--- src/rtl/sharp_spi_rx.sv ---
// Memory-LCD serial receiver: oversamples SPI in the sys_ck domain and decodes write/VCOM/all-clear frames.
// Optional build macro SHARP_RX_MSB_FIRST_EN stores address and pixel fields MSB-first.
module sharp_spi_rx #(
  parameter int PIXELS  = 144,
  parameter int ADDR_W  = 8,
  parameter int CMD_W   = 8,
  parameter int TRAIL_W = 16
) (
  input  logic              sys_ck,
  input  logic              rst,
  input  logic              spi_ck,
  input  logic              spi_cs,
  input  logic              spi_data,
  output logic [PIXELS-1:0] line_data,
  output logic [ADDR_W-1:0] line_addr,
  output logic              line_valid,
  output logic              clear_all,
  output logic              vcom,
  output logic              frame_err
);

  localparam int MAX_AC = (ADDR_W > CMD_W) ? ADDR_W : CMD_W;
  localparam int MAX_PT = (PIXELS > TRAIL_W) ? PIXELS : TRAIL_W;
  localparam int MAX_F  = (MAX_AC > MAX_PT) ? MAX_AC : MAX_PT;
  localparam int CNT_W  = $clog2(MAX_F) + 1;
  localparam int PIW    = $clog2(PIXELS);
  localparam int AIW    = (ADDR_W > 1) ? $clog2(ADDR_W) : 1;

  typedef enum logic [2:0] {IDLE, CMD, ADDR, DATA, TRAIL, DRAIN} state_t;

  state_t             state, state_next;
  logic [CNT_W-1:0]   cnt, cnt_next;
  logic               ck_s1, ck_s2, ck_hist, cs_s1, cs_s2, dat_s1, dat_s2;
  logic [1:0]         settle;
  logic               armed;
  logic               rise;
  logic [2:0]         mode_reg, mode_cur;
  logic [ADDR_W-1:0]  addr_sh;
  logic [PIXELS-1:0]  pix_sh, pix_full;
  logic [PIW-1:0]     p_idx;
  logic [AIW-1:0]     a_idx;
  logic               cmd_last, addr_last, data_last, trail_last;
  logic               line_valid_next, clear_all_next, frame_err_next, vcom_next;

  // Synchronisers; 'armed' demands a genuine synced CS low after reset before a frame may start.
  always_ff @(posedge sys_ck or posedge rst) begin
    if (rst) begin
      {ck_s1, ck_s2, ck_hist, cs_s1, cs_s2, dat_s1, dat_s2} <= '0;
      settle <= '0;
      armed  <= 1'b0;
    end else begin
      ck_s1   <= spi_ck;
      ck_s2   <= ck_s1;
      ck_hist <= ck_s2;
      cs_s1   <= spi_cs;
      cs_s2   <= cs_s1;
      dat_s1  <= spi_data;
      dat_s2  <= dat_s1;
      settle  <= {settle[0], 1'b1};
      armed   <= armed | (settle[1] & ~cs_s2);
    end
  end

  assign rise       = ck_s2 & ~ck_hist;
  assign cmd_last   = (cnt == CNT_W'(CMD_W - 1));
  assign addr_last  = (cnt == CNT_W'(ADDR_W - 1));
  assign data_last  = (cnt == CNT_W'(PIXELS - 1));
  assign trail_last = (cnt == CNT_W'(TRAIL_W - 1));

`ifdef SHARP_RX_MSB_FIRST_EN
  assign p_idx = PIW'(PIXELS - 1) - PIW'(cnt);
  assign a_idx = AIW'(ADDR_W - 1) - AIW'(cnt);
`else
  assign p_idx = PIW'(cnt);
  assign a_idx = AIW'(cnt);
`endif

  // Mode and pixel views that already include the bit arriving this cycle.
  always_comb begin
    mode_cur = mode_reg;
    if (cnt < CNT_W'(3)) mode_cur[cnt[1:0]] = dat_s2;
    pix_full = pix_sh;
    pix_full[p_idx] = dat_s2;
  end

  // State register
  always_ff @(posedge sys_ck or posedge rst) begin
    if (rst) begin
      state      <= IDLE;
      cnt        <= '0;
      line_valid <= 1'b0;
      clear_all  <= 1'b0;
      frame_err  <= 1'b0;
      vcom       <= 1'b0;
    end else begin
      state      <= state_next;
      cnt        <= cnt_next;
      line_valid <= line_valid_next;
      clear_all  <= clear_all_next;
      frame_err  <= frame_err_next;
      vcom       <= vcom_next;
    end
  end

  // Next-state logic
  always_comb begin
    state_next = state;
    case (state)
      IDLE:  if (armed) state_next = CMD;
      CMD:   if (rise && cmd_last) state_next = mode_cur[0] ? ADDR : DRAIN;
      ADDR:  if (rise && addr_last) state_next = DATA;
      DATA:  if (rise && data_last) state_next = TRAIL;
      TRAIL: if (rise && trail_last) state_next = ADDR;
      DRAIN: state_next = DRAIN;
      default: state_next = IDLE;
    endcase
    if (!cs_s2) state_next = IDLE;

    cnt_next = cnt;
    if (state_next != state)
      cnt_next = '0;
    else if (rise && state != IDLE && state != DRAIN)
      cnt_next = cnt + CNT_W'(1);
  end

  // Output logic
  always_comb begin
    line_valid_next = cs_s2 && state == DATA && rise && data_last;
    clear_all_next  = cs_s2 && state == CMD && rise && cmd_last && !mode_cur[0] && mode_cur[2];
    frame_err_next  = !cs_s2 && ((state == ADDR && cnt != '0) || state == DATA);
    vcom_next       = vcom;
    if (cs_s2 && state == CMD && rise && cmd_last) vcom_next = mode_cur[1];
  end

  // Field shadows; published lines only change on a completed data field.
  always_ff @(posedge sys_ck or posedge rst) begin
    if (rst) begin
      mode_reg  <= '0;
      addr_sh   <= '0;
      pix_sh    <= '0;
      line_data <= '0;
      line_addr <= '0;
    end else begin
      if (rise && cs_s2) begin
        case (state)
          CMD:  mode_reg <= mode_cur;
          ADDR: addr_sh[a_idx] <= dat_s2;
          DATA: pix_sh[p_idx] <= dat_s2;
          default: ;
        endcase
      end
      if (line_valid_next) begin
        line_data <= pix_full;
        line_addr <= addr_sh;
      end
    end
  end

endmodule
--- config.mk ---
export PLATFORM = sky130hd
export DESIGN_NAME = sharp_spi_rx
export DESIGN_NICKNAME = d
export VERILOG_FILES = /design/src/rtl/sharp_spi_rx.sv
export SDC_FILE = /design/constraint.sdc
export NUM_CORES = 1
export LEC_CHECK = 0
export CAP_MARGIN = 10
export CORE_UTILIZATION = 57
export DETAILED_ROUTE_END_ITERATION = 16
export PLACE_DENSITY = 0.89
export SLEW_MARGIN = 20
export SYNTH_ARGS = -nofsm -noshare
export SYNTH_HDL_FRONTEND = slang
export SYNTH_SLANG_ARGS = --single-unit
--- constraint.sdc ---
create_clock -name sys_ck -period 15.7 [get_ports sys_ck]
set_input_delay 3.14 -clock sys_ck [delete_from_list [all_inputs] [get_ports sys_ck]]
set_output_delay 3.14 -clock sys_ck [all_outputs]
set_load 0.03 [all_outputs]
; ---- Word level (Yosys, flattened, before mapping)
; Index checks and enable logic that the tools add are counted.
[word_totals]
ff_bits = 333
inputBits = 5
out_inout_bits = 156
elab_cells = 92
[classes]
addsub = 1
order_cmp = 7
eq_ne = 10
mux = 20
bitwise_logic = 5
n_reduce_logical = 29
[ops]
columns = op, n
row1 = bitwise mux 144 bit, 1
row2 = 2-to-1 mux 3 bit, 8
row3 = logical AND 1 bit, 19
row4 = 2-to-1 mux 9 bit, 2
row5 = case mux 3 bit (6 select lines), 1
row6 = adder 9 x 1 -> 9 bit (second input constant), 1
row7 = equality test 9 x 3 -> 1 bit (second input constant), 1
row8 = equality test 9 x 4 -> 1 bit (second input constant), 1
row9 = equality test 9 x 8 -> 1 bit (second input constant), 1
row10 = < comparator 8 x 9 -> 1 bit (second input constant), 1
row11 = < comparator 9 x 2 -> 1 bit (second input constant), 1
row12 = nonzero test 9 bit, 1
row13 = bitwise mux 8 bit, 1
row14 = demux 1 bit (select 8 bit), 1
row15 = >= comparator 8 x 1 -> 1 bit (second input constant), 1
row16 = equality test 3 x 2 -> 1 bit (second input constant), 2
row17 = equality test 3 bit (second input constant), 2
row18 = AND reduction 2 bit, 3
row19 = < comparator 3 x 4 -> 1 bit (second input constant), 1
row20 = bitwise mux 3 bit, 1
row21 = demux 1 bit (select 3 bit), 1
row22 = equality test 3 x 1 -> 1 bit (second input constant), 1
row23 = >= comparator 3 x 1 -> 1 bit (second input constant), 1
row24 = logical NOT 3 bit, 1
row25 = other kinds (13), 18

; ---- Logic depth before layout (Yosys ltp)
; Gate-level depths: netlist (run 1).
[logic_depth]
depth_word = 12
mapped_depth = 10
ltp_nobuf = 7

; ---- Least setup slack after synthesis (run 1)
; Ideal clock, no wire load.
[synth_timing]
kind = register to output
startpoint = reg line_data[0]
endpoint = out line_data[0]
arrival_time_ns = 0.482
required_ns = 12.560
slack_ns = 12.078
stages_incl_launch_ff = 1
path_buffers = 0
cell_sequence = dfrtp_1
[synth_lines]
columns = item, line_no
row1 = from (decl), 14  ; output logic [PIXELS-1:0] line_data,
row2 = from (signal assigned), 153  ; line_data <= pix_full;
; No word-level cell between the ends.

==> results of run 1 <==
routing by layer:
layer | track usage | vias up
li1 | - | 5384
met1 | 0.411 | 5926
met2 | 0.466 | 574
met3 | 0.0673 | 175
met4 | 0.165 | 0
met5 | 0 | -
synth_stat cells (all sizes together) (9+ instances only):
library cell | count | share of area
dfrtp | 332 | 0.54
nand2 | 288 | 0.070
nor2 | 199 | 0.048
o21ai | 161 | 0.052
mux2 | 142 | 0.10
mux2i | 115 | 0.074
clkbuf | 112 | 0.027
nand3 | 53 | 0.017
a31oi | 33 | 0.013
buf | 23 | 0.011
nor3 | 15 | 0.0049
and2 | 9 | 0.0036
worst max-delay path, cell delays in order:
cell and delay [ps]:
clkdlybuf4s50_1 490, inv_8 600, buf_4 500, buf_16 310, buf_4 710
cells by family (layout without fill, tap and decap cells):
family | after synthesis | in the layout | share of synthesized area
AO/OA/AOI/OAI | 202 | 202 | 0.0691
other | 1 | 1 | 0.000243
XOR/XNOR | 9 | 9 | 0.00510
AND/OR/NAND/NOR | 611 | 611 | 0.166
multiplexers | 257 | 257 | 0.178
buffers and inverters | 143 | 250 | 0.0411
flip-flops | 332 | 332 | 0.538
adder cells (fa/ha/maj) | 4 | 4 | 0.00324
cell type report:
type                    count  area, um2
well taps                 335        419
fillers                  1836       8130
inverters                   8       42.5
repair buffers            180       1800
flip-flops and latches    332       8310
multi-input cells        1084       6540
clock inverters            15        173
clock buffers              47        940
worst max-delay path by stage:
stage | from | end | slack [ps] | cells after the start
3_3_place_gp | rst | pix_sh[70] | 9530 | 4
5_1_grt | rst | line_data[13] | 9960 | 5
2_1_floorplan | rst | addr_sh[0] | 3360 | 1
4_1_cts | rst | line_data[139] | 10030 | 4
6_report | rst | line_data[15] | 10410 | 5
3_5_place_dp | rst | pix_sh[67] | 9460 | 4
through the flow:
stage	utilization	hold WS [ps]	power, W	instances
after floorplan	-	331	0.000924	1559
after global placement	0.647	333	0.000942	1937
after detailed placement	0.647	336	0.000943	1937
after CTS	0.689	350	0.00174	1999
after global routing	0.692	374	0.00179	2001
final	0.692	352	0.00174	2001
power by group through the flow:
stage          Clock [W]  Combinational, W  Sequential (W)
3_5_place_dp           0         0.0000597        0.000883
3_3_place_gp           0         0.0000584        0.000883
6_report        0.000814         0.0000616        0.000868
4_1_cts         0.000818         0.0000596        0.000868
2_1_floorplan          0         0.0000459        0.000878
5_1_grt         0.000856         0.0000675        0.000868
==> results.ini, run 1 <==
[outcome]
status=complete, no violations

[synth]
synth.avg_cell_area_um2=9.91
yosysWarnings=0
netlist_instances=1559
syn_nets=1568
ys_ff_latch=332
synth_edf_count=0
yosys.cell_types.count=45
ys_seq_area_frac=0.538
synthArstFlopShare=1.00
syn_area_um2=15500
synth_top_flop_cell=dfrtp_1

[place]
dpl-instance-area_um2=17000
port_buffers=160
hpwl_um=25600
pre_cts_ws_ps=9460
gp_congestion=0.887

[worst_setup_path]
worstRegToRegCells=6
critPathLaunchType=input port
reg2reg_slack_ps=11550
path_class=in -> async
critPathRequiredTime_ps=16250
timing.rr.start=cnt[2]
crit_path_end_kind=asynchronous set/reset pin
crit_fanout=136
cp.arrival_ps=5840
timing.rr.end=line_data[121]

[global_route]
grt_pass1_vias=11800
grt_max_degree=137
grt_usage=0.306
antenna_found_initial=0
grt_pass1_wl_um=66000
overflow=0

[finish]
largest_register_ffs=144
largestRegisters=line_data x144, pix_sh x143, cnt x9
area_growth_pct=17.9
final_cell_mix=331 x dfrtp_1, 288 x nand2_1, 199 x nor2_1, 160 x clkdlybuf4s50_1, 142 x mux2_2
antenna_cells=0
layout_commonest_cell=dfrtp_1
nets=1649
drive_gt1_frac=0.136
design_area_um2=18200
regMostFlops=line_data

[pwr]
power_density_nw_per_um2=95.7
p_comb_frac=0.035
p_leak_nw=8.44
pwr-share-seq=0.498
internal_power_w=0.00135
p_sw_w=0.000397
p_clk_frac=0.467
ir_worst_vdd_mv=0.0670
switching_share=0.228

[sta]
setup_slack_ps=10410
maxSlewHeadroom=0.285
rsz0062_at_grt=false
hold_viol=0
min_period_ps=5290
min_period_over_period=0.337
setup_tns_ps=0
finClkSkew_ps=16.8
worstMarginPinSlew_ps=1070
setup_viol=0
drv_slew=0
max_freq_mhz=189

[routing]
routed-wl-met3_um=3610
drt-pass1-iter-count=6
wire_per_inst_um=20.9
dr.max_layer_used=met4
vias_per_cell=6.03
wirelength_um=41900
wl_met2_um=19200
vias=12100
final_antenna_net_count=0
drtIter0Drc=1549
wirelength_met1_um=16600
drcViolationCount=0

[clock_network]
clk_pin_slew_ps=60
clock_path_buffers=3
cts_max_level=2
clock_sinks=332
cts_buffers=34
cts_setup_buffers=0
ctsHoldBuffers=0
cts_resized=0
root_buffer=clkbuf_16
clkLatencyLatePin_ps=530
cts_tree=done

[floorplanning]
core-area_um2=26400
die_y_um=167
start_util=0.586
io_pins=161
dieArea_um2=27800
fp.dieW_um=167
floorplan.rows=59

[run]
cap_violations=0

[worst_hold_path]
hold_path_class=reg -> reg
holdPathEnd=dat_s2
hold_depth=0
min_from=dat_s1

Power figures use the tool's default switching activity.
==> run 2, diff against run 1 <==
- CORE_UTILIZATION: 57 -> 52
- PLACE_DENSITY: 0.89 -> 0.86
- clock period: 15.7 -> 4.3 ns (I/O delays scaled with it)
==> run 2 against run 1 <==
Against the previous run: final area is 1.2% higher; largest cell class unchanged; via count is 0.76% lower; critical path depth is 1 higher.
==> results.ini, run 2 (synthesis results as in run 1) <==
[routing]
vias=12000
wire_per_inst_um=20.4
drt-pass1-iter-count=5
final_antenna_net_count=0
wirelength_um=42200
drcViolationCount=0
vias_per_cell=5.80
drtIter0Drc=1555

[floorplanning]
io_pins=161
start_util=0.534
dieArea_um2=30400
fp.dieW_um=174
die_y_um=174
core-area_um2=28900
floorplan.rows=62

[worst_hold_path]
holdPathEnd=dat_s2
min_from=dat_s1
hold_path_class=reg -> reg
hold_depth=0

[finish]
largest_register_ffs=144
layout_commonest_cell=dfrtp_1
final_cell_mix=331 x dfrtp_1, 288 x nand2_1, 199 x nor2_1, 160 x clkdlybuf4s50_1, 142 x mux2_2
area_growth_pct=19.3
seq_area_um2=8310
fill_cells=2185
antenna_cells=0
drive_gt1_frac=0.144
largestRegisters=line_data x144, pix_sh x143, cnt x9
regMostFlops=line_data
nets=1665
multi_input_area_um2=6540
fin_cells=2063

[worst_setup_path]
critPathRequiredTime_ps=4660
timing.rr.end=line_data[86]
critPathLaunchType=register
crit_buf_inv=1
reg2reg_slack_ps=1080
crit_fanout=81
worst_path_dominant_cell_family=simple AND/OR/NAND/NOR gates
cp_cell_sequence=or4b_1 -> or4_4 -> or3_4 -> buf_4 -> nand2_1 -> o21ai_0
crit_path_end_kind=register
path_class=reg -> reg
cpPeakStageDelay_ps=880
crit_slowest_cell=or4b_1
crit_start=cnt[5]
worstRegToRegCells=6
timing.rr.start=cnt[5]
cp.arrival_ps=3580

[place]
port_buffers=160
hpwl_um=26600
place_inst=2002
gp_congestion=0.873

[clock_network]
cts_buffers=35
cts_tree=done
root_buffer=clkbuf_16
clock_path_buffers=3
clock_sinks=332
clk_pin_slew_ps=60
cts_max_level=2
ctsHoldBuffers=0
cts_resized=0
cts_setup_buffers=0
clkLatencyLatePin_ps=520

[global_route]
overflow=0
grt_pass1_wl_um=65700
antenna_found_initial=1
grt_max_degree=138
grt_usage=0.280
grt_pass1_vias=11800

[sta]
drv_slew=0
hold_viol=0
max_freq_mhz=310
min_period_ps=3220
finClkSkew_ps=13.7
holdWs_ps=349
maxSlewHeadroom=0.301
setup_viol=0
worstMarginPinSlew_ps=1050
min_period_over_period=0.750
rsz0062_at_grt=false

[outcome]
status=complete, no violations

[pwr]
power_density_nw_per_um2=347
ir_worst_vdd_mv=0.236
finalPower_w=0.00640
p_leak_nw=8.50

[run]
cap_violations=0

## run 2: cell types whose count changed in the layout (fill, tap and decap cells not counted), sizes merged
| cell | before | now |
|---|---|---|
| clkinv | 11 | 6 |
| clkinvlp | 0 | 4 |
| buf | 20 | 35 |
| inv | 9 | 7 |
| clkbuf | 47 | 48 |
## run 2: how the worst max path moves through the flow
stage                           to  slack [ps]  cells past startpoint
finish               line_data[86]        1080                      6
global route         line_data[77]         960                      6
CTS                  line_data[77]        1120                      6
detailed placement   line_data[90]        1160                      6
global placement    line_data[101]        1230                      6
floorplan               addr_sh[0]        -990                      1
## run 2: where the power goes
part	switching, W	total, W	leakage (nW)	internal [W]
Combinational	0.000181	0.000239	3.35	0.0000582
Sequential	0.0000320	0.00317	4.61	0.00314
Clock	0.00123	0.00299	0.544	0.00177
Total	0.00144	0.00640	8.50	0.00497
## run 2: stage by stage
| stage | TNS [ps] | setup WS [ps] | util | cell area (um2) |
|---|---|---|---|---|
| after floorplan | -330220 | -995 | - | 15500 |
| after global placement | 0 | 1230 | 0.598 | 17300 |
| after detailed placement | 0 | 1160 | 0.598 | 17300 |
| after CTS | 0 | 1120 | 0.637 | 18400 |
| after global routing | 0 | 955 | 0.637 | 18400 |
| final | 0 | 1080 | 0.637 | 18400 |
## run 2: area by class of cell
cell class,instances,area share
sequential,332,0.451
multi-input combinational,1084,0.355
timing repair buffer,195,0.106
clock buffer,48,0.0529
tap,384,0.0261
clock inverter,12,0.00794
inverter,8,0.00210
## run 2: metal layers
layer,up-vias,track usage,part of all wire
met5,-,0,0.00026
met1,5827,0.369,0.40
met2,582,0.432,0.46
li1,5413,-,-
met3,143,0.0656,0.089
met4,2,0.143,0.050
## run 2: worst register-to-register path: cells and delay by family (launching register included)
family,cells,cell delay (ps)
compound gates,1,110
buf+inv,1,370
simple gates,4,2080
flops,1,510
